$ cat src/rtl/decode_operand_unit_pkg.sv
// Shared constants and helpers for the decode-stage operand path.
// Forwarding buses are flat vectors; slice_lo gives the low bit of source i.
package decode_operand_unit_pkg;

    localparam int LOAD_LAT_MAX = 7;
    localparam int SB_CNT_W     = 3;

    function automatic int slice_lo(input int idx, input int width);
        return idx * width;
    endfunction

endpackage

$ cat src/rtl/decode_operand_unit_if.sv
// Decode-side issue handshake and decode->execute pipeline register outputs.
// The slave modport is the operand unit; the master is whoever feeds and drains it.
interface decode_operand_unit_if #(
    parameter int DATA_W = 16,
    parameter int AW     = 3
);
    logic              in_valid;
    logic              in_ready;
    logic [AW-1:0]     rs1_sel;
    logic [AW-1:0]     rs2_sel;
    logic              rs1_used;
    logic              rs2_used;
    logic [AW-1:0]     rd_sel;
    logic              rd_write;
    logic              rd_is_load;
    logic              epc_read;
    logic              stall_load;

    logic              out_valid;
    logic              out_ready;
    logic [DATA_W-1:0] out_rs1_data;
    logic [DATA_W-1:0] out_rs2_data;
    logic [AW-1:0]     out_rd_sel;
    logic              out_rd_write;
    logic              out_rd_is_load;

    modport master (
        output in_valid, rs1_sel, rs2_sel, rs1_used, rs2_used,
               rd_sel, rd_write, rd_is_load, epc_read, out_ready,
        input  in_ready, stall_load, out_valid, out_rs1_data, out_rs2_data,
               out_rd_sel, out_rd_write, out_rd_is_load
    );

    modport slave (
        input  in_valid, rs1_sel, rs2_sel, rs1_used, rs2_used,
               rd_sel, rd_write, rd_is_load, epc_read, out_ready,
        output in_ready, stall_load, out_valid, out_rs1_data, out_rs2_data,
               out_rd_sel, out_rd_write, out_rd_is_load
    );

endinterface

$ cat src/rtl/decode_operand_unit_operand_resolve.sv
// Combinational operand source select: EPC, then youngest matching forward,
// then writeback bypass, then register file contents.
module operand_resolve
    import decode_operand_unit_pkg::*;
#(
    parameter int DATA_W = 16,
    parameter int AW     = 3,
    parameter int NFWD   = 3
) (
    input  logic [AW-1:0]          sel,
    input  logic                   epc_en,
    input  logic [DATA_W-1:0]      epc,
    input  logic [NFWD-1:0]        fwd_valid,
    input  logic [NFWD*AW-1:0]     fwd_sel,
    input  logic [NFWD*DATA_W-1:0] fwd_data,
    input  logic                   wb_en,
    input  logic [AW-1:0]          wb_sel,
    input  logic [DATA_W-1:0]      wb_data,
    input  logic [DATA_W-1:0]      rf_data,
    output logic [DATA_W-1:0]      data
);

    always_comb begin
        data = rf_data;
        if (wb_en && (wb_sel == sel)) begin
            data = wb_data;
        end
        // Walk oldest to youngest so the lowest matching index wins.
        for (int i = NFWD - 1; i >= 0; i--) begin
            if (fwd_valid[i] && (fwd_sel[slice_lo(i, AW) +: AW] == sel)) begin
                data = fwd_data[slice_lo(i, DATA_W) +: DATA_W];
            end
        end
        if (epc_en) begin
            data = epc;
        end
    end

endmodule

$ cat src/rtl/decode_operand_unit.sv
// Decode operand unit: register file, EPC, load scoreboard interlock and the
// valid/ready decode->execute pipeline register.
module decode_operand_unit
    import decode_operand_unit_pkg::*;
#(
    parameter  int DATA_W   = 16,
    parameter  int NREGS    = 8,
    parameter  int NFWD     = 3,
    parameter  int LOAD_LAT = 1,
    localparam int AW       = $clog2(NREGS)
) (
    input  logic                   clk,
    input  logic                   rst,
    decode_operand_unit_if.slave   bus,
    input  logic [NFWD-1:0]        fwd_valid,
    input  logic [NFWD*AW-1:0]     fwd_sel,
    input  logic [NFWD*DATA_W-1:0] fwd_data,
    input  logic                   wb_en,
    input  logic [AW-1:0]          wb_sel,
    input  logic [DATA_W-1:0]      wb_data,
    input  logic                   epc_capture,
    input  logic                   flush
);

    localparam int LOAD_LAT_C = (LOAD_LAT > LOAD_LAT_MAX) ? LOAD_LAT_MAX : LOAD_LAT;
    localparam logic [SB_CNT_W-1:0] LOAD_CNT = SB_CNT_W'(LOAD_LAT_C);

    logic [DATA_W-1:0]   rf     [NREGS];
    logic [SB_CNT_W-1:0] sb_cnt [NREGS];
    logic [DATA_W-1:0]   epc;

    logic [DATA_W-1:0]   rs1_val;
    logic [DATA_W-1:0]   rs2_val;
    logic                rs1_hazard;
    logic                rs2_hazard;
    logic                hazard;
    logic                accept;
    logic                load_issue;

    logic                out_valid_q;
    logic [DATA_W-1:0]   out_rs1_q;
    logic [DATA_W-1:0]   out_rs2_q;
    logic [AW-1:0]       out_rd_sel_q;
    logic                out_rd_write_q;
    logic                out_rd_is_load_q;

    // An RTI-type read of EPC does not touch rs1, so it cannot be load-blocked.
    assign rs1_hazard = bus.rs1_used && !bus.epc_read && (sb_cnt[bus.rs1_sel] != '0);
    assign rs2_hazard = bus.rs2_used && (sb_cnt[bus.rs2_sel] != '0);
    assign hazard     = rs1_hazard || rs2_hazard;

    assign bus.in_ready   = !hazard && (!out_valid_q || bus.out_ready) && !flush;
    assign bus.stall_load = bus.in_valid && hazard && !flush;
    assign accept         = bus.in_valid && bus.in_ready;
    assign load_issue     = accept && bus.rd_write && bus.rd_is_load;

    operand_resolve #(
        .DATA_W (DATA_W),
        .AW     (AW),
        .NFWD   (NFWD)
    ) u_rs1_resolve (
        .sel       (bus.rs1_sel),
        .epc_en    (bus.epc_read),
        .epc       (epc),
        .fwd_valid (fwd_valid),
        .fwd_sel   (fwd_sel),
        .fwd_data  (fwd_data),
        .wb_en     (wb_en),
        .wb_sel    (wb_sel),
        .wb_data   (wb_data),
        .rf_data   (rf[bus.rs1_sel]),
        .data      (rs1_val)
    );

    operand_resolve #(
        .DATA_W (DATA_W),
        .AW     (AW),
        .NFWD   (NFWD)
    ) u_rs2_resolve (
        .sel       (bus.rs2_sel),
        .epc_en    (1'b0),
        .epc       (epc),
        .fwd_valid (fwd_valid),
        .fwd_sel   (fwd_sel),
        .fwd_data  (fwd_data),
        .wb_en     (wb_en),
        .wb_sel    (wb_sel),
        .wb_data   (wb_data),
        .rf_data   (rf[bus.rs2_sel]),
        .data      (rs2_val)
    );

    always_ff @(posedge clk or negedge rst) begin
        if (!rst) begin
            for (int r = 0; r < NREGS; r++) begin
                rf[r] <= '0;
            end
            epc <= '0;
        end else begin
            if (wb_en) begin
                rf[wb_sel] <= wb_data;
            end
            if (epc_capture) begin
                epc <= wb_data;
            end
        end
    end

    // A fresh load reloads its counter even if one is already in flight;
    // flush leaves the counters alone, costing only extra stall cycles.
    always_ff @(posedge clk or negedge rst) begin
        if (!rst) begin
            for (int r = 0; r < NREGS; r++) begin
                sb_cnt[r] <= '0;
            end
        end else begin
            for (int r = 0; r < NREGS; r++) begin
                if (load_issue && (bus.rd_sel == AW'(r))) begin
                    sb_cnt[r] <= LOAD_CNT;
                end else if (sb_cnt[r] != '0) begin
                    sb_cnt[r] <= sb_cnt[r] - SB_CNT_W'(1);
                end
            end
        end
    end

    always_ff @(posedge clk or negedge rst) begin
        if (!rst) begin
            out_valid_q      <= 1'b0;
            out_rs1_q        <= '0;
            out_rs2_q        <= '0;
            out_rd_sel_q     <= '0;
            out_rd_write_q   <= 1'b0;
            out_rd_is_load_q <= 1'b0;
        end else if (flush) begin
            out_valid_q <= 1'b0;
        end else if (accept) begin
            out_valid_q      <= 1'b1;
            out_rs1_q        <= rs1_val;
            out_rs2_q        <= rs2_val;
            out_rd_sel_q     <= bus.rd_sel;
            out_rd_write_q   <= bus.rd_write;
            out_rd_is_load_q <= bus.rd_is_load;
        end else if (bus.out_ready) begin
            out_valid_q <= 1'b0;
        end
    end

    assign bus.out_valid      = out_valid_q;
    assign bus.out_rs1_data   = out_rs1_q;
    assign bus.out_rs2_data   = out_rs2_q;
    assign bus.out_rd_sel     = out_rd_sel_q;
    assign bus.out_rd_write   = out_rd_write_q;
    assign bus.out_rd_is_load = out_rd_is_load_q;

endmodule

$ cat src/flat_wrapper.sv
// flat-port wrapper written by rule: the top's interface ports become plain ports
module decode_operand_unit_flat import decode_operand_unit_pkg::*;
#(
    parameter  int DATA_W   = 16,
    parameter  int NREGS    = 8,
    parameter  int NFWD     = 3,
    parameter  int LOAD_LAT = 1,
    localparam int AW       = $clog2(NREGS)
)
  (clk, rst, fwd_valid, fwd_sel, fwd_data, wb_en, wb_sel, wb_data, epc_capture, flush, bus_in_valid, bus_rs1_sel, bus_rs2_sel, bus_rs1_used, bus_rs2_used, bus_rd_sel, bus_rd_write, bus_rd_is_load, bus_epc_read, bus_out_ready, bus_in_ready, bus_stall_load, bus_out_valid, bus_out_rs1_data, bus_out_rs2_data, bus_out_rd_sel, bus_out_rd_write, bus_out_rd_is_load);
  decode_operand_unit_if #(.DATA_W(DATA_W), .AW((3))) bus_i ();
  input  logic clk;
  input  logic rst;
  input  logic [NFWD-1:0] fwd_valid;
  input  logic [NFWD*AW-1:0] fwd_sel;
  input  logic [NFWD*DATA_W-1:0] fwd_data;
  input  logic wb_en;
  input  logic [AW-1:0] wb_sel;
  input  logic [DATA_W-1:0] wb_data;
  input  logic epc_capture;
  input  logic flush;
  input wire logic [$bits(bus_i.in_valid)-1:0] bus_in_valid;
  input wire logic [$bits(bus_i.rs1_sel)-1:0] bus_rs1_sel;
  input wire logic [$bits(bus_i.rs2_sel)-1:0] bus_rs2_sel;
  input wire logic [$bits(bus_i.rs1_used)-1:0] bus_rs1_used;
  input wire logic [$bits(bus_i.rs2_used)-1:0] bus_rs2_used;
  input wire logic [$bits(bus_i.rd_sel)-1:0] bus_rd_sel;
  input wire logic [$bits(bus_i.rd_write)-1:0] bus_rd_write;
  input wire logic [$bits(bus_i.rd_is_load)-1:0] bus_rd_is_load;
  input wire logic [$bits(bus_i.epc_read)-1:0] bus_epc_read;
  input wire logic [$bits(bus_i.out_ready)-1:0] bus_out_ready;
  output wire logic [$bits(bus_i.in_ready)-1:0] bus_in_ready;
  output wire logic [$bits(bus_i.stall_load)-1:0] bus_stall_load;
  output wire logic [$bits(bus_i.out_valid)-1:0] bus_out_valid;
  output wire logic [$bits(bus_i.out_rs1_data)-1:0] bus_out_rs1_data;
  output wire logic [$bits(bus_i.out_rs2_data)-1:0] bus_out_rs2_data;
  output wire logic [$bits(bus_i.out_rd_sel)-1:0] bus_out_rd_sel;
  output wire logic [$bits(bus_i.out_rd_write)-1:0] bus_out_rd_write;
  output wire logic [$bits(bus_i.out_rd_is_load)-1:0] bus_out_rd_is_load;
  assign bus_i.in_valid = bus_in_valid;
  assign bus_i.rs1_sel = bus_rs1_sel;
  assign bus_i.rs2_sel = bus_rs2_sel;
  assign bus_i.rs1_used = bus_rs1_used;
  assign bus_i.rs2_used = bus_rs2_used;
  assign bus_i.rd_sel = bus_rd_sel;
  assign bus_i.rd_write = bus_rd_write;
  assign bus_i.rd_is_load = bus_rd_is_load;
  assign bus_i.epc_read = bus_epc_read;
  assign bus_i.out_ready = bus_out_ready;
  assign bus_in_ready = bus_i.in_ready;
  assign bus_stall_load = bus_i.stall_load;
  assign bus_out_valid = bus_i.out_valid;
  assign bus_out_rs1_data = bus_i.out_rs1_data;
  assign bus_out_rs2_data = bus_i.out_rs2_data;
  assign bus_out_rd_sel = bus_i.out_rd_sel;
  assign bus_out_rd_write = bus_i.out_rd_write;
  assign bus_out_rd_is_load = bus_i.out_rd_is_load;
  decode_operand_unit #(.DATA_W(DATA_W), .NREGS(NREGS), .NFWD(NFWD), .LOAD_LAT(LOAD_LAT)) u_core (.clk(clk), .rst(rst), .bus(bus_i), .fwd_valid(fwd_valid), .fwd_sel(fwd_sel), .fwd_data(fwd_data), .wb_en(wb_en), .wb_sel(wb_sel), .wb_data(wb_data), .epc_capture(epc_capture), .flush(flush));
endmodule
$ cat config.mk
export PLATFORM = sky130hd
export DESIGN_NAME = decode_operand_unit_flat
export DESIGN_NICKNAME = d
export VERILOG_FILES = /design/src/rtl/decode_operand_unit_pkg.sv /design/src/rtl/decode_operand_unit_if.sv /design/src/rtl/decode_operand_unit_operand_resolve.sv /design/src/rtl/decode_operand_unit.sv /design/src/flat_wrapper.sv
export SDC_FILE = /design/constraint.sdc
export NUM_CORES = 1
export LEC_CHECK = 0
export ABC_AREA = 1
export BUFFER_PORTS_ARGS = -buffer_cell sky130_fd_sc_hd__buf_2
export CELL_PAD_IN_SITES_DETAIL_PLACEMENT = 1
export CELL_PAD_IN_SITES_GLOBAL_PLACEMENT = 2
export CORE_MARGIN = 2
export CORE_UTILIZATION = 34
export DETAILED_ROUTE_END_ITERATION = 10
export PLACE_DENSITY = 0.86
export SLEW_MARGIN = 20
export SYNTH_ARGS = -nofsm -noshare
export SYNTH_HDL_FRONTEND = slang
export SYNTH_SLANG_ARGS = --single-unit
$ cat constraint.sdc
create_clock -name clk -period 2 [get_ports clk]
set_input_delay 0.1 -clock clk [delete_from_list [all_inputs] [get_ports clk]]
set_output_delay 0.1 -clock clk [all_outputs]
set_load 0.005 [all_outputs]
### Word level (Yosys, flattened, before mapping)

Cells that the tools add are included.

| storage, ports and cells | value |
|---|---|
| bits in registers | 206 |
| output and inout bits | 40 |
| logic and storage cells | 151 |

| cells by class | value |
|---|---|
| $add $sub $neg | 8 |
| order comparisons | 4 |
| equality and inequality tests | 15 |
| mux-type cells | 43 |
| bitwise logic cells | 4 |
| reduce and logical (&&, ||, !) cells | 54 |

Operator list:

| cell | number |
|---|---|
| 2-to-1 mux 16 bit | 14 |
| bitwise mux 128 bit | 1 |
| binary-select mux 16 bit (select 3 bit) | 2 |
| 2-to-1 mux 3 bit | 20 |
| demux 16 bit (select 3 bit) | 1 |
| nonzero test 3 bit | 11 |
| logical AND 1 bit | 27 |
| equality test 3 bit | 8 |
| subtractor 3 x 1 -> 3 bit, second input constant | 8 |
| binary-select mux 3 bit (select 3 bit) | 2 |
| nonzero test 2 bit | 8 |
| equality test 3 bit, second input constant | 4 |
| greater-or-equal comparator 4 bit, second input constant | 3 |
| inverter 3 -> 4 bit | 3 |
| equality test 3 x 2 -> 1 bit, second input constant | 2 |
| zero test 1 bit | 4 |
| less-than comparator 4 x 1 -> 1 bit, second input constant | 1 |
| equality test 3 x 1 -> 1 bit, second input constant | 1 |
| zero test 3 bit | 1 |
| 2-to-1 mux 1 bit | 3 |
| logical OR 1 bit | 2 |
| AND reduction 2 bit | 1 |
| inverter 1 bit | 1 |

### Longest topological paths before layout

Gate-level depths: netlist of the first run.

| depth | value |
|---|---|
| word-level depth | 15 |
| gate-level depth with buffers | 16 |
| depth with buffers taken out | 13 |

### Modules after synthesis

Synthesis of the first run repeated with hierarchy kept, for this count alone.

| second synthesis, totals | value |
|---|---|
| cell total of the unflattened synthesis | 2,003 |
| area total of the unflattened synthesis | 13,615.6 um^2 |

Modules (own cells, without submodules):

| module | times used | cells each | area an instance (um^2) | sequential area each (um^2) |
|---|---|---|---|---|
| decode_operand_unit | 1 | 1,341 | 10,402.5 | 5,154.9 |
| operand_resolve | 2 | 331 | 1,606.5 | 0.0 |

### Worst setup path after synthesis of the first run

Ideal clock, no wire load.

| timing | value |
|---|---|
| path type | register to register |
| start point | register u_core.sb_cnt[15] (netlist bit) |
| end point | register u_core.out_rs2_q[5], in the netlist u_core.bus.out_rs2_data[5] |
| library setup time | 117 ps |
| data arrival time | 1,467 ps |
| data required time | 1,883 ps |
| setup slack | 416 ps |
| stages on the path, launching flop included | 13 |
| buffers on the path | 2 |
| cells stage by stage | dfrtp_1 > nor2_1 > nand3_1 > nand3_1 > nand3_1 > nand3_2 > nand3_4 > nor2_8 > inv_2 > buf_6 > buf_6 > nand2_1 > nand2_1 |

| on the way | value |
|---|---|
| cells in the longest elaborated chain, start to end | 11 |
| elaborated cells between the ends (all ways) | 16 |

RTL lines:

| element | line | RTL |
|---|---|---|
| from (decl) | decode_operand_unit.sv:29 | `logic [SB_CNT_W-1:0] sb_cnt [NREGS];` |
| from (signal, indexed assignment) | decode_operand_unit.sv:121 | `sb_cnt[r] <= sb_cnt[r] - SB_CNT_W'(1);` |
| binary-select mux 3 bit (select 3 bit), on equally long branches | decode_operand_unit.sv:48, decode_operand_unit.sv:49 |  |
| 2-to-1 mux 3 bit, on equally long branches (2 in series) | decode_operand_unit.sv:48, decode_operand_unit.sv:49 |  |
| nonzero test 3 bit, on equally long branches | decode_operand_unit.sv:48, decode_operand_unit.sv:49 |  |
| logical AND 1 bit, on equally long branches | decode_operand_unit.sv:48, decode_operand_unit.sv:49 |  |
| logical OR 1 bit (*) | decode_operand_unit.sv:50 | `assign hazard = rs1_hazard \|\| rs2_hazard;` |
| zero test 1 bit (*) | decode_operand_unit.sv:52 | `assign bus.in_ready = !hazard && (!out_valid_q \|\| bus.out_ready) && !flush;` |
| logical AND 1 bit (*) (2 in series) | decode_operand_unit.sv:52 |  |
| logical AND 1 bit (*) | decode_operand_unit.sv:54 | `assign accept = bus.in_valid && bus.in_ready;` |
| AND reduction 2 bit (no line) (*) | -- |  |
| to (signal assigned) | decode_operand_unit.sv:140 | `out_rs2_q <= rs2_val;` |
| to (decl) | decode_operand_unit.sv:42 | `logic [DATA_W-1:0] out_rs2_q;` |

Every way passes the cells marked *; elsewhere a longest branch is shown, timed or not. The select of a mux whose other input is x is not followed.
A chain may end at the register's enable or synchronous reset.

### Worst setup path in the final report of the first run

| timing | value |
|---|---|
| start point | register u_core.sb_cnt[6] (netlist bit) |
| end point | output port bus_in_ready |

| on the way | value |
|---|---|
| cells in the longest elaborated chain, start to end | 9 |
| elaborated cells between the ends (all ways) | 14 |

RTL lines:

| element | line | RTL |
|---|---|---|
| binary-select mux 3 bit (select 3 bit), on equally long branches | decode_operand_unit.sv:48, decode_operand_unit.sv:49 |  |
| 2-to-1 mux 3 bit, on equally long branches (2 in series) | decode_operand_unit.sv:48, decode_operand_unit.sv:49 |  |
| nonzero test 3 bit, on equally long branches | decode_operand_unit.sv:48, decode_operand_unit.sv:49 |  |
| logical AND 1 bit, on equally long branches | decode_operand_unit.sv:48, decode_operand_unit.sv:49 |  |
| logical OR 1 bit (*) | decode_operand_unit.sv:50 |  |
| zero test 1 bit (*) | decode_operand_unit.sv:52 |  |
| logical AND 1 bit (*) (2 in series) | decode_operand_unit.sv:52 |  |
| to (decl) | flat_wrapper.sv:32 | `output wire logic [$bits(bus_i.in_ready)-1:0] bus_in_ready;` |

Marks and branches as above.

==> impl_results.md, run 1 <==
* Outcome: finished, final reports clean
* Post-Syn Instances at 1770
* DP Area at 13800 µm²
* # rows at 70
* Syn Nets at 1886
* Reg area at 5160 µm²
* Pwr dens at 1010 nW/µm²
* Area growth from synthesis to layout at 23.1%
* Routed WL at 46.4 mm
* Crit path max fanout at 3
* Final Power at 15600 µW
* Area of the core at 36400 µm²
* Root buf cell: clkbuf_16
* Leak Pwr at 0.00774 µW
* Routability-driven placement congestion ratio at 0.845
* Final critical-path share of the clock period at 96.5%
* Routed len/inst at 19.1 µm
* Largest net degree at the start of global routing at 65
* Num CTS Buffers at 26
* Final core utilization at 42.3%
* Multi-input gate area at 6090 µm²
* Fin. Hold Viols at 0
* Final HPWL DP at 32.4 mm
* Met1 Resource Use GR at 30.7%
* Routed vias at 12800
* CTS sink cnt at 206
* Grt ovf at 0
* Synth warnings at 0
* Rel. slew slack at 53.2%
* Initial DRC count at 637
* Max-slew violation count at 0
* Worst slew pin tran at 702 ps
* Met2 Usage GRT at 42.9%
* CTS Buffer Depth at 3
* Clock transition at path regs at 60 ps
* Syn Area/Cell at 7.07 µm²
* Share of cells above drive strength 1 at 14.6%
* Worst vdd ir at 0.607 mV
* Cell Area, Synth at 12500 µm²
* Synth Register Bits at 206
* Max Cap Viol at 0
* Starting Density at 34.4%
* CP Capture Type: output pin
* Post-synthesis cell type count at 34
* Vias in the first global route at 13700
* Clk_skew at 11.1 ps
* # fillers at 4562
* Global Route met3 Usage at 2.41%
* Die area at 38400 µm²
* DRC viols at 0
* Req. time, crit path at 1900 ps
* Worst-Skew Late Latency at 540 ps
* Initial antenna violation count at 2
* Most Crowded Layer GR: met2
* IO Count at 140
* Crit path DAT at 1830 ps
* Setup crit start kind: register
* Vias/cell at 5.30
* Setup CP Type: reg2out
* First drt pass iteration count at 5
* Die height at 196 µm
* Final nets at 2051
* First-pass GRT wire length at 74.0 mm
* Cell area after layout at 15400 µm²
* Maximum clock rate at 0.518 GHz
* Die W at 196 µm
* Port Buffers at 139
* Setup Viol. Count Final at 0
* Antenna-violating nets left at 0
* Global Route Usage Sum at 24.2%
* H-tree levels at 1
* Register area share after synthesis at 41.2%
* Min-Delay Path Class: in2reg
* TritonCTS clock tree: yes
* Minimum clock period at 1930 ps
cell usage in the layout, fill, tap and decap left out, types with 40 or more instances in the layout:
master           n
buf_4           40
buf_2          136
nor2_1          61
o21ai_0        242
inv_1          202
nand3_1        204
dlygate4sd3_1   57
dfrtp_1        205
a21oi_1         88
o211ai_1        64
nand2_1        482
logic make-up (layout without fill, tap and decap cells):
group | Yosys count | count (layout) | share of synthesized area (%)
AOI/OAI and AO/OA | 410 | 410 | 17.9
xor gates and xnor gates | 14 | 14 | 0.980
adders and majority gates | 16 | 16 | 1.60
buffers and inverters | 323 | 508 | 10.9
DFF | 206 | 206 | 41.2
other | 0 | 1 | 0
and+or+nand+nor | 801 | 801 | 27.5
cell usage after synthesis:
master     instances  area share, %
a211oi_1           1          0.060
a21oi_1           88            3.5
buf_1              4           0.12
buf_2             32            1.3
buf_4              7           0.42
buf_6             11           0.99
clkbuf_1          58            1.7
clkinv_1           1          0.030
dfrtp_1          206             41
ha_1              16            1.6
inv_1            203            6.1
inv_2              6           0.18
inv_4              1          0.050
nand2_1          482             14
nand2_2            3           0.15
nand2_4            1          0.090
nand3_1          211            8.4
nand3_2           12           0.96
nand3_4            1           0.14
nand4_1            9           0.45
nor2_1            69            2.1
nor2_2             1          0.050
nor2_4             1          0.090
nor2_8             1           0.16
nor3_1             9           0.36
nor3_2             1          0.080
o2111ai_1          1          0.070
o211ai_1          64            3.8
o21ai_0          242            9.7
o21ai_1            6           0.24
o22ai_1            7           0.35
o22ai_2            1           0.10
xnor2_1            2           0.14
xor2_1            12           0.84
what timing repair did:
action / in CTS / in global routing
gates cloned: 0 / 1
setup buffers: 0 / 7
endpoints found under the hold margin: 257 / 0
setup endpoints to repair: 5 / 17
hold buffers: 57 / 0
gates resized for setup: 3 / 18
pin swaps: 0 / 12
power by group:
group	internal (µW)	switching [µW]	leakage (µW)
Clock	3060	1950	0.000449
Combinational	1860	2770	0.00476
Sequential	5260	728	0.00254
worst max-delay path, stage by stage, from the launching register on:
cell	delay (ps)
dfrtp_1	430
nor2_4	150
nand3_2	80
nand3_2	80
nand3_1	110
nand3_2	130
nand3_4	110
inv_2	80
buf_2	110
per-stage QoR:
stage	hold slack [ps]	cells	setup TNS [ps]	setup WS, ps
floorplan	-196	1770	0	416
finish	52.7	2424	0	69.7
CTS	38.5	2415	0	1.13
detailed placement	65.1	2310	0	3.04
global route	96.8	2424	-3.59	-2.91
global placement	67.4	2310	0	55.4
worst paths after layout:
check,slack (ps),to,start,cells past startpoint
setup / recovery,70,bus_in_ready,u_core.sb_cnt[6],8
setup reg to reg,110,u_core.sb_cnt[11],u_core.sb_cnt[6],11
max in group asynchronous,1220,u_core.rf[56],rst,3
hold reg to reg,470,u_core.bus.out_rd_write,u_core.bus.out_rd_write,2
hold / removal,50,u_core.bus.out_rs1_data[10],fwd_data[42],9
min in group asynchronous,60,u_core.epc[8],rst,2
layout make-up:
class | count | area share (%)
well taps | 468 | 3.80
diodes | 1 | 0.0162
multi-input cells | 1241 | 39.5
repair buffers | 249 | 12.1
clock buffers | 36 | 4.99
clock inverters | 12 | 0.910
flip-flops and latches | 206 | 33.5
inverters | 211 | 5.16
layer usage:
layer / part of all wire (%) / vias to the layer above / routed length (µm)
li1: - / 6125 / -
met1: 44 / 6384 / 20300
met2: 49 / 239 / 22900
met3: 2.9 / 87 / 1350
met4: 3.8 / 2 / 1740
met5: 0.028 / - / 13
flip-flops by register name, summed over array words and instances, names as in the netlist:
| signal | flops |
|---|---|
| u_core.bus.out_rd_sel | 3 |
| u_core.bus.out_rs1_data | 16 |
| u_core.rf | 128 |
| u_core.sb_cnt | 24 |
| u_core.bus.out_rd_write | 1 |
| u_core.bus.out_rs2_data | 16 |
| u_core.epc | 16 |
| u_core.bus.out_valid | 1 |
| u_core.bus.out_rd_is_load | 1 |
No activity file was read; power rests on OpenSTA's default activity.
==> run 2, diff against run 1 <==
--- a/config.mk
+++ b/config.mk
@@ -6,12 +6,12 @@
 export NUM_CORES = 1
 export LEC_CHECK = 0
 export ABC_AREA = 1
-export BUFFER_PORTS_ARGS = -buffer_cell sky130_fd_sc_hd__buf_2
 export CELL_PAD_IN_SITES_DETAIL_PLACEMENT = 1
 export CELL_PAD_IN_SITES_GLOBAL_PLACEMENT = 2
-export CORE_MARGIN = 2
-export CORE_UTILIZATION = 34
+export CORE_MARGIN = 4
+export CORE_UTILIZATION = 37
 export DETAILED_ROUTE_END_ITERATION = 10
+export DONT_BUFFER_PORTS = 1
 export PLACE_DENSITY = 0.86
 export SLEW_MARGIN = 20
 export SYNTH_ARGS = -nofsm -noshare
==> impl_results.md, run 2 (synthesis results as in run 1) <==
* TritonCTS clock tree: yes (unchanged)
* Starting Density at 37.4% (was 34.4%)
* Reg area at 5150 µm² (was 5160 µm²)
* Max-slew violation count at 0 (unchanged)
* DRC viols at 0 (unchanged)
* Crit path buffers/inverters at 2 (unchanged)
* Global Route Usage Sum at 24.3% (was 24.2%)
* Initial antenna violation count at 2 (unchanged)
* Port Buffers at 0 (was 139)
* Max Cap Viol at 0 (unchanged)
* Num CTS Buffers at 25 (was 26)
* Final std cells w/o fill at 2265 (was 2424)
* Largest net degree at the start of global routing at 207 (was 65)
* Worst slew pin tran at 826 ps (was 702 ps)
* H-tree levels at 1 (unchanged)
* Minimum clock period at 1950 ps (was 1930 ps)
* Final critical-path share of the clock period at 97.7% (was 96.5%)
* Hold Slack at -729 ps (was 52.7 ps)
* Grt ovf at 0 (unchanged)
* Final worst slack at 46.7 ps (was 69.7 ps)
* Most flops, register: u_core.rf (unchanged)
* Antenna-violating nets left at 0 (unchanged)
* Crit path max fanout at 16 (was 3)
* Die height at 192 µm (was 196 µm)
* Fin. Hold Viols at 206 (was 0)
* Die W at 192 µm (was 196 µm)
* Initial DRC count at 666 (was 637)
* Max reg flops at 128 (unchanged)
* Commonest non-fill, non-tap cell in the layout: nand2_1 (unchanged)
* Crit path DAT at 2410 ps (was 1830 ps)
* Top flop regs: u_core.rf: 128 flops, u_core.sb_cnt: 24 flops (unchanged)
* Routed WL at 45.7 mm (was 46.4 mm)
* # fillers at 4251 (was 4562)
* Worst vdd ir at 0.616 mV (was 0.607 mV)
* Root buf cell: clkbuf_16 (unchanged)
* Clock transition at path regs at 60 ps (about the same)
* Share of cells above drive strength 1 at 8.21% (was 14.6%)
* CP peak stage delay at 410 ps (was 430 ps)
* # rows at 67 (was 70)
* Setup crit start kind: register (unchanged)
* Reg power frac at 41.5% (was 38.3%)
* Clk network pwr share at 31.8% (was 32.1%)
* Worst-Skew Late Latency at 530 ps (was 540 ps)
* Logic gate share of total power at 26.7% (was 29.6%)
* Vias/cell at 5.45 (was 5.30)
* Min-Delay Path Class: in2async (was in2reg)
* # hold bufs at CTS at 77 (was 57)
* Setup CP Type: reg2reg (was reg2out)
* Clk_skew at 12.6 ps (was 11.1 ps)
* Most frequent cells in the layout: nand2_1 (479), o21ai_0 (238), dfrtp_1 (206) (was nand2_1 (482), o21ai_0 (242), dfrtp_1 (205))
* Rel. slew slack at 44.9% (was 53.2%)
* Area of the core at 33400 µm² (was 36400 µm²)
* Outcome: finished, violations left (was finished, final reports clean)
* Routed vias at 12300 (was 12800)
* Switching Fraction at 34.0% (was 34.9%)
* CP Cell Sequence: nor2_1, nand3_1, nand3_1, nand3_1, nand3_2, nand3_4, nor2_8, buf_4, buf_4, nand3_1, nand2_1 (was nor2_4, nand3_2, nand3_2, nand3_1, nand3_2, nand3_4, inv_2, buf_2)
* Leak Pwr at 0.00712 µW (was 0.00774 µW)
* Die area at 36800 µm² (was 38400 µm²)
* Sw power at 4960 µW (was 5460 µW)
* CTS Buffer Depth at 3 (unchanged)
* Req. time, crit path at 2460 ps (was 1900 ps)
* CTS sink cnt at 206 (unchanged)
* RSZ-0062 raised after global routing: yes
* Routability-driven placement congestion ratio at 0.803 (was 0.845)
* Cell with the most instances on the worst path: nand3_1 (was nand3_2)
* Area growth from synthesis to layout at 15.9% (was 23.1%)
* IO Count at 140 (unchanged)
* Setup_tns at 0 ps (unchanged)
* Internal at 9620 µW (was 10200 µW)
* Setup Viol. Count Final at 0 (unchanged)
* CP Capture Type: register (was output pin)
* Pre-CTS setup slack at 55.9 ps (was 3.04 ps)
* Routed len/inst at 20.2 µm (was 19.1 µm)
* Pwr dens at 1000 nW/µm² (was 1010 nW/µm²)
* Multi-input gate area at 6100 µm² (was 6090 µm²)
* Worst path slowest cell: dfrtp_1 (unchanged)
* Crit-path leading delay family: simple AND/OR/NAND/NOR gates (unchanged)
* Maximum clock rate at 0.512 GHz (was 0.518 GHz)
* Violated checks: hold timing
* Vias in the first global route at 13100 (was 13700)
* Final HPWL DP at 28.6 mm (was 32.4 mm)
* Final nets at 1913 (was 2051)
* First-pass GRT wire length at 71.3 mm (was 74.0 mm)
* First drt pass iteration count at 5 (unchanged)
* Placed insts at 2134 (was 2310)
run 2: cell count changes in the layout (fill, tap and decap cells not counted), sizes merged:
cell and change:
buf -148, bufinv -2, clkbuf +4, clkinv -5, clkinvlp -2, diode +1, dlygate4sd3 +10, dlymetal6s4s +2
inv +1
run 2: area by class of cell:
type / count / area share [%]
timing repair buffer: 112 / 7.24
sequential: 206 / 35.5
clock buffer: 41 / 5.42
clock inverter: 4 / 0.336
antenna: 2 / 0.0345
multi-input combinational: 1241 / 42.1
inverter: 211 / 5.49
tap: 448 / 3.86
run 2: path summary, 6_finish.rpt:
path / slack (ps) / cells after the start / startpoint / end
setup / recovery: 50 / 11 / u_core.sb_cnt[12] / u_core.bus.out_rs2_data[4]
hold / removal: -730 / 0 / rst / u_core.bus.out_rs2_data[7]
setup reg to reg: 50 / 11 / u_core.sb_cnt[12] / u_core.bus.out_rs2_data[4]
hold reg to reg: 490 / 2 / u_core.rf[66] / u_core.rf[66]
max in group asynchronous: 2320 / 0 / rst / u_core.bus.out_rs2_data[4]
min in group clk: 10 / 8 / fwd_data[32] / u_core.bus.out_rs1_data[0]
run 2: layer usage:
| metal | up-vias | wire (µm) | track usage, % |
|---|---|---|---|
| met3 | 90 | 2400 | 4.13 |
| met5 | - | 0 | 0 |
| li1 | 5849 | - | - |
| met1 | 6107 | 19700 | 31.7 |
| met2 | 303 | 22300 | 41.7 |
| met4 | 0 | 1290 | 6.66 |
run 2: timing repair:
| action | CTS | global route |
|---|---|---|
| endpoints found under the setup margin | 0 | 22 |
| setup buffers | 0 | 13 |
| hold endpoints to repair | 411 | 206 |
| gates resized for setup | 0 | 46 |
run 2: power groups by stage:
stage	Sequential [µW]	Combinational (µW)	Clock, µW
after floorplan	5850	2860	0
after global placement	6010	3320	0
after detailed placement	6070	3560	0
after CTS	6010	3790	4740
after global routing	6170	4520	4910
final	6050	3890	4640
run 2: per-stage QoR:
step                instance area (µm²)  total power, µW  util [%]
floorplan                         12500             8710         -
global placement                  12700             9330      38.1
detailed placement                12700             9630      38.1
CTS                               14300            14500      42.9
global route                      14500            15600      43.4
finish                            14500            14600      43.4
==> run 3, diff against run 2 <==
--- a/config.mk
+++ b/config.mk
@@ -6,13 +6,13 @@
 export NUM_CORES = 1
 export LEC_CHECK = 0
 export ABC_AREA = 1
+export BUFFER_PORTS_ARGS = -buffer_cell sky130_fd_sc_hd__buf_2
 export CELL_PAD_IN_SITES_DETAIL_PLACEMENT = 1
 export CELL_PAD_IN_SITES_GLOBAL_PLACEMENT = 2
 export CORE_MARGIN = 4
-export CORE_UTILIZATION = 37
+export CORE_UTILIZATION = 36
 export DETAILED_ROUTE_END_ITERATION = 10
-export DONT_BUFFER_PORTS = 1
-export PLACE_DENSITY = 0.86
+export PLACE_DENSITY = 0.9
 export SLEW_MARGIN = 20
 export SYNTH_ARGS = -nofsm -noshare
 export SYNTH_HDL_FRONTEND = slang
==> constraint.sdc (replaced) <==
create_clock -name clk -period 2.35 [get_ports clk]
set_input_delay 0.1175 -clock clk [delete_from_list [all_inputs] [get_ports clk]]
set_output_delay 0.1175 -clock clk [all_outputs]
set_load 0.005 [all_outputs]
==> impl_results.md, run 3 (synthesis results as in run 1) <==
* RSZ-0062 raised after global routing: no (was yes)
* Final critical-path share of the clock period at 90.4% (was 97.7%)
* Min-Delay Path Class: in2reg (was in2async)
* Diode count at 0 (was 2)
* DP Area at 13600 µm² (was 12700 µm²)
* Maximum clock rate at 0.471 GHz (was 0.512 GHz)
* Setup_tns at 0 ps (unchanged)
* Routed WL at 45.5 mm (was 45.7 mm)
* Fin. Hold Viols at 0 (was 206)
* Setup Viol. Count Final at 0 (unchanged)
* # rows at 68 (was 67)
* Setup crit start kind: register (unchanged)
* DRC viols at 0 (unchanged)
* Most frequent cells in the layout: nand2_1 (482), o21ai_0 (242), nand3_1 (211) (was nand2_1 (479), o21ai_0 (238), dfrtp_1 (206))
* CP Capture Type: register (unchanged)
* Worst-Skew Late Latency at 550 ps (was 530 ps)
* Pwr dens at 873 nW/µm² (was 1000 nW/µm²)
* Final std cells w/o fill at 2390 (was 2265)
* Clock transition at path regs at 60 ps (about the same)
* IO Count at 140 (unchanged)
* Global Route Usage Sum at 23.6% (was 24.3%)
* Pre-CTS setup slack at 348 ps (was 55.9 ps)
* Routed len/inst at 19.0 µm (was 20.2 µm)
* Crit path DAT at 2590 ps (was 2410 ps)
* Hold path depth at 7
* Rel. slew slack at 47.3% (was 44.9%)
* Postcts setup bufs at 0 (unchanged)
* CTS sink cnt at 206 (unchanged)
* Routability-driven placement congestion ratio at 0.854 (was 0.803)
* Outcome: finished, final reports clean (was finished, violations left)
* Leak Pwr at 0.00762 µW (was 0.00712 µW)
* CTS Buffer Depth at 3 (unchanged)
* Grt ovf at 0 (unchanged)
* Crit path max fanout at 13 (was 16)
* Die area at 37800 µm² (was 36800 µm²)
* Port Buffers at 139 (was 0)
* Multi-input gate area at 6010 µm² (was 6100 µm²)
* Final worst slack at 225 ps (was 46.7 ps)
* Largest net degree at the start of global routing at 129 (was 207)
* Commonest non-fill, non-tap cell in the layout: nand2_1 (unchanged)
* Routed vias at 12800 (was 12300)
* H-tree levels at 1 (unchanged)
* Worst vdd ir at 0.558 mV (was 0.616 mV)
* TritonCTS clock tree: yes (unchanged)
* Worst slew pin tran at 790 ps (was 826 ps)
* Starting Density at 36.3% (was 37.4%)
* Req. time, crit path at 2820 ps (was 2460 ps)
* Setup CP Type: reg2reg (unchanged)
* First drt pass iteration count at 4 (was 5)
* Final HPWL DP at 30.6 mm (was 28.6 mm)
* # fillers at 4353 (was 4251)
* Final nets at 2032 (was 1913)
* Initial DRC count at 644 (was 666)
* Root buf cell: clkbuf_16 (unchanged)
* Max reg flops at 128 (unchanged)
* Area growth from synthesis to layout at 20.7% (was 15.9%)
* Final core utilization at 43.8% (was 43.4%)
* R2R cell count at 10 (was 11)
* Die height at 194 µm (was 192 µm)
* Minimum clock period at 2130 ps (was 1950 ps)
* Area of the core at 34500 µm² (was 33400 µm²)
* Placed insts at 2287 (was 2134)
* Max-slew violation count at 0 (unchanged)
* Reg area at 5150 µm² (unchanged)
* Cell area after layout at 15100 µm² (was 14500 µm²)
* Clk_skew at 17.4 ps (was 12.6 ps)
* Initial antenna violation count at 2 (unchanged)
* Antenna-violating nets left at 0 (unchanged)
* Share of cells above drive strength 1 at 12.9% (was 8.21%)
* Most flops, register: u_core.rf (unchanged)
* First-pass GRT wire length at 73.4 mm (was 71.3 mm)
* Vias/cell at 5.35 (was 5.45)
* Top flop regs: u_core.rf: 128 flops, u_core.sb_cnt: 24 flops (unchanged)
* Num CTS Buffers at 26 (was 25)
* Die W at 194 µm (was 192 µm)
* Vias in the first global route at 13700 (was 13100)
* Max Cap Viol at 0 (unchanged)
-- run 3: cell count changes in the layout (fill, tap and decap cells not counted), sizes merged --
cell / delta
clkinv: +4
clkinvlp: +2
bufinv: +3
inv: -1
dlygate4sd3: -11
buf: +131
dlymetal6s4s: -2
diode: -2
clkbuf: -6
-- run 3: report_power, final --
part / internal [µW] / switching, µW / total [µW]
Clock: 2680 / 1670 / 4350
Sequential: 4470 / 580 / 5050
Combinational: 1480 / 2310 / 3780
Total: 8630 / 4560 / 13200
-- run 3: through the flow --
step,power [µW],hold slack [ps]
after global placement,8540,134
final,13200,64.6
after floorplan,7410,-178
after global routing,14100,103
after detailed placement,8800,137
after CTS,13300,57.9
-- run 3: critical path, cell delays in order, from the launching register on --
cell	delay, ps
dfrtp_1	400
nor2_1	150
nand3_1	80
nand3_1	110
nand3_1	100
nand3_2	140
nand3_4	110
nor2_8	190
inv_4	120
o21ai_1	80
dlygate4sd3_1	550
-- run 3: worst paths after layout --
kind                                       startpoint                          to  slack (ps)
max in group asynchronous                         rst               u_core.rf[67]        1510
setup / recovery                    u_core.sb_cnt[22]        u_core.bus.out_valid         220
setup reg to reg                    u_core.sb_cnt[22]        u_core.bus.out_valid         220
min in group asynchronous                         rst               u_core.epc[7]         120
hold reg to reg            u_core.bus.out_rs1_data[9]  u_core.bus.out_rs1_data[9]         480
hold / removal                           fwd_data[40]  u_core.bus.out_rs2_data[8]          60
-- run 3: metal layers --
layer / share of wire [%] / vias up / track usage, %
li1: - / 6082 / -
met1: 43 / 6360 / 30.0
met2: 51 / 250 / 42.8
met3: 3.7 / 89 / 2.77
met4: 2.6 / 4 / 5.81
met5: 0.055 / - / 0
-- run 3: repair_timing --
item,4_1_cts,5_1_grt
gates resized for setup,0,2
hold buffers,56,0
endpoints found under the setup margin,0,1
hold endpoints to repair,98,0
-- run 3: layout make-up --
cell class | count | area share (%)
inverter | 211 | 5.28
sequential | 206 | 34.1
clock inverter | 12 | 1.17
clock buffer | 35 | 4.99
multi-input combinational | 1241 | 39.8
tap | 455 | 3.77
timing repair buffer | 230 | 10.9
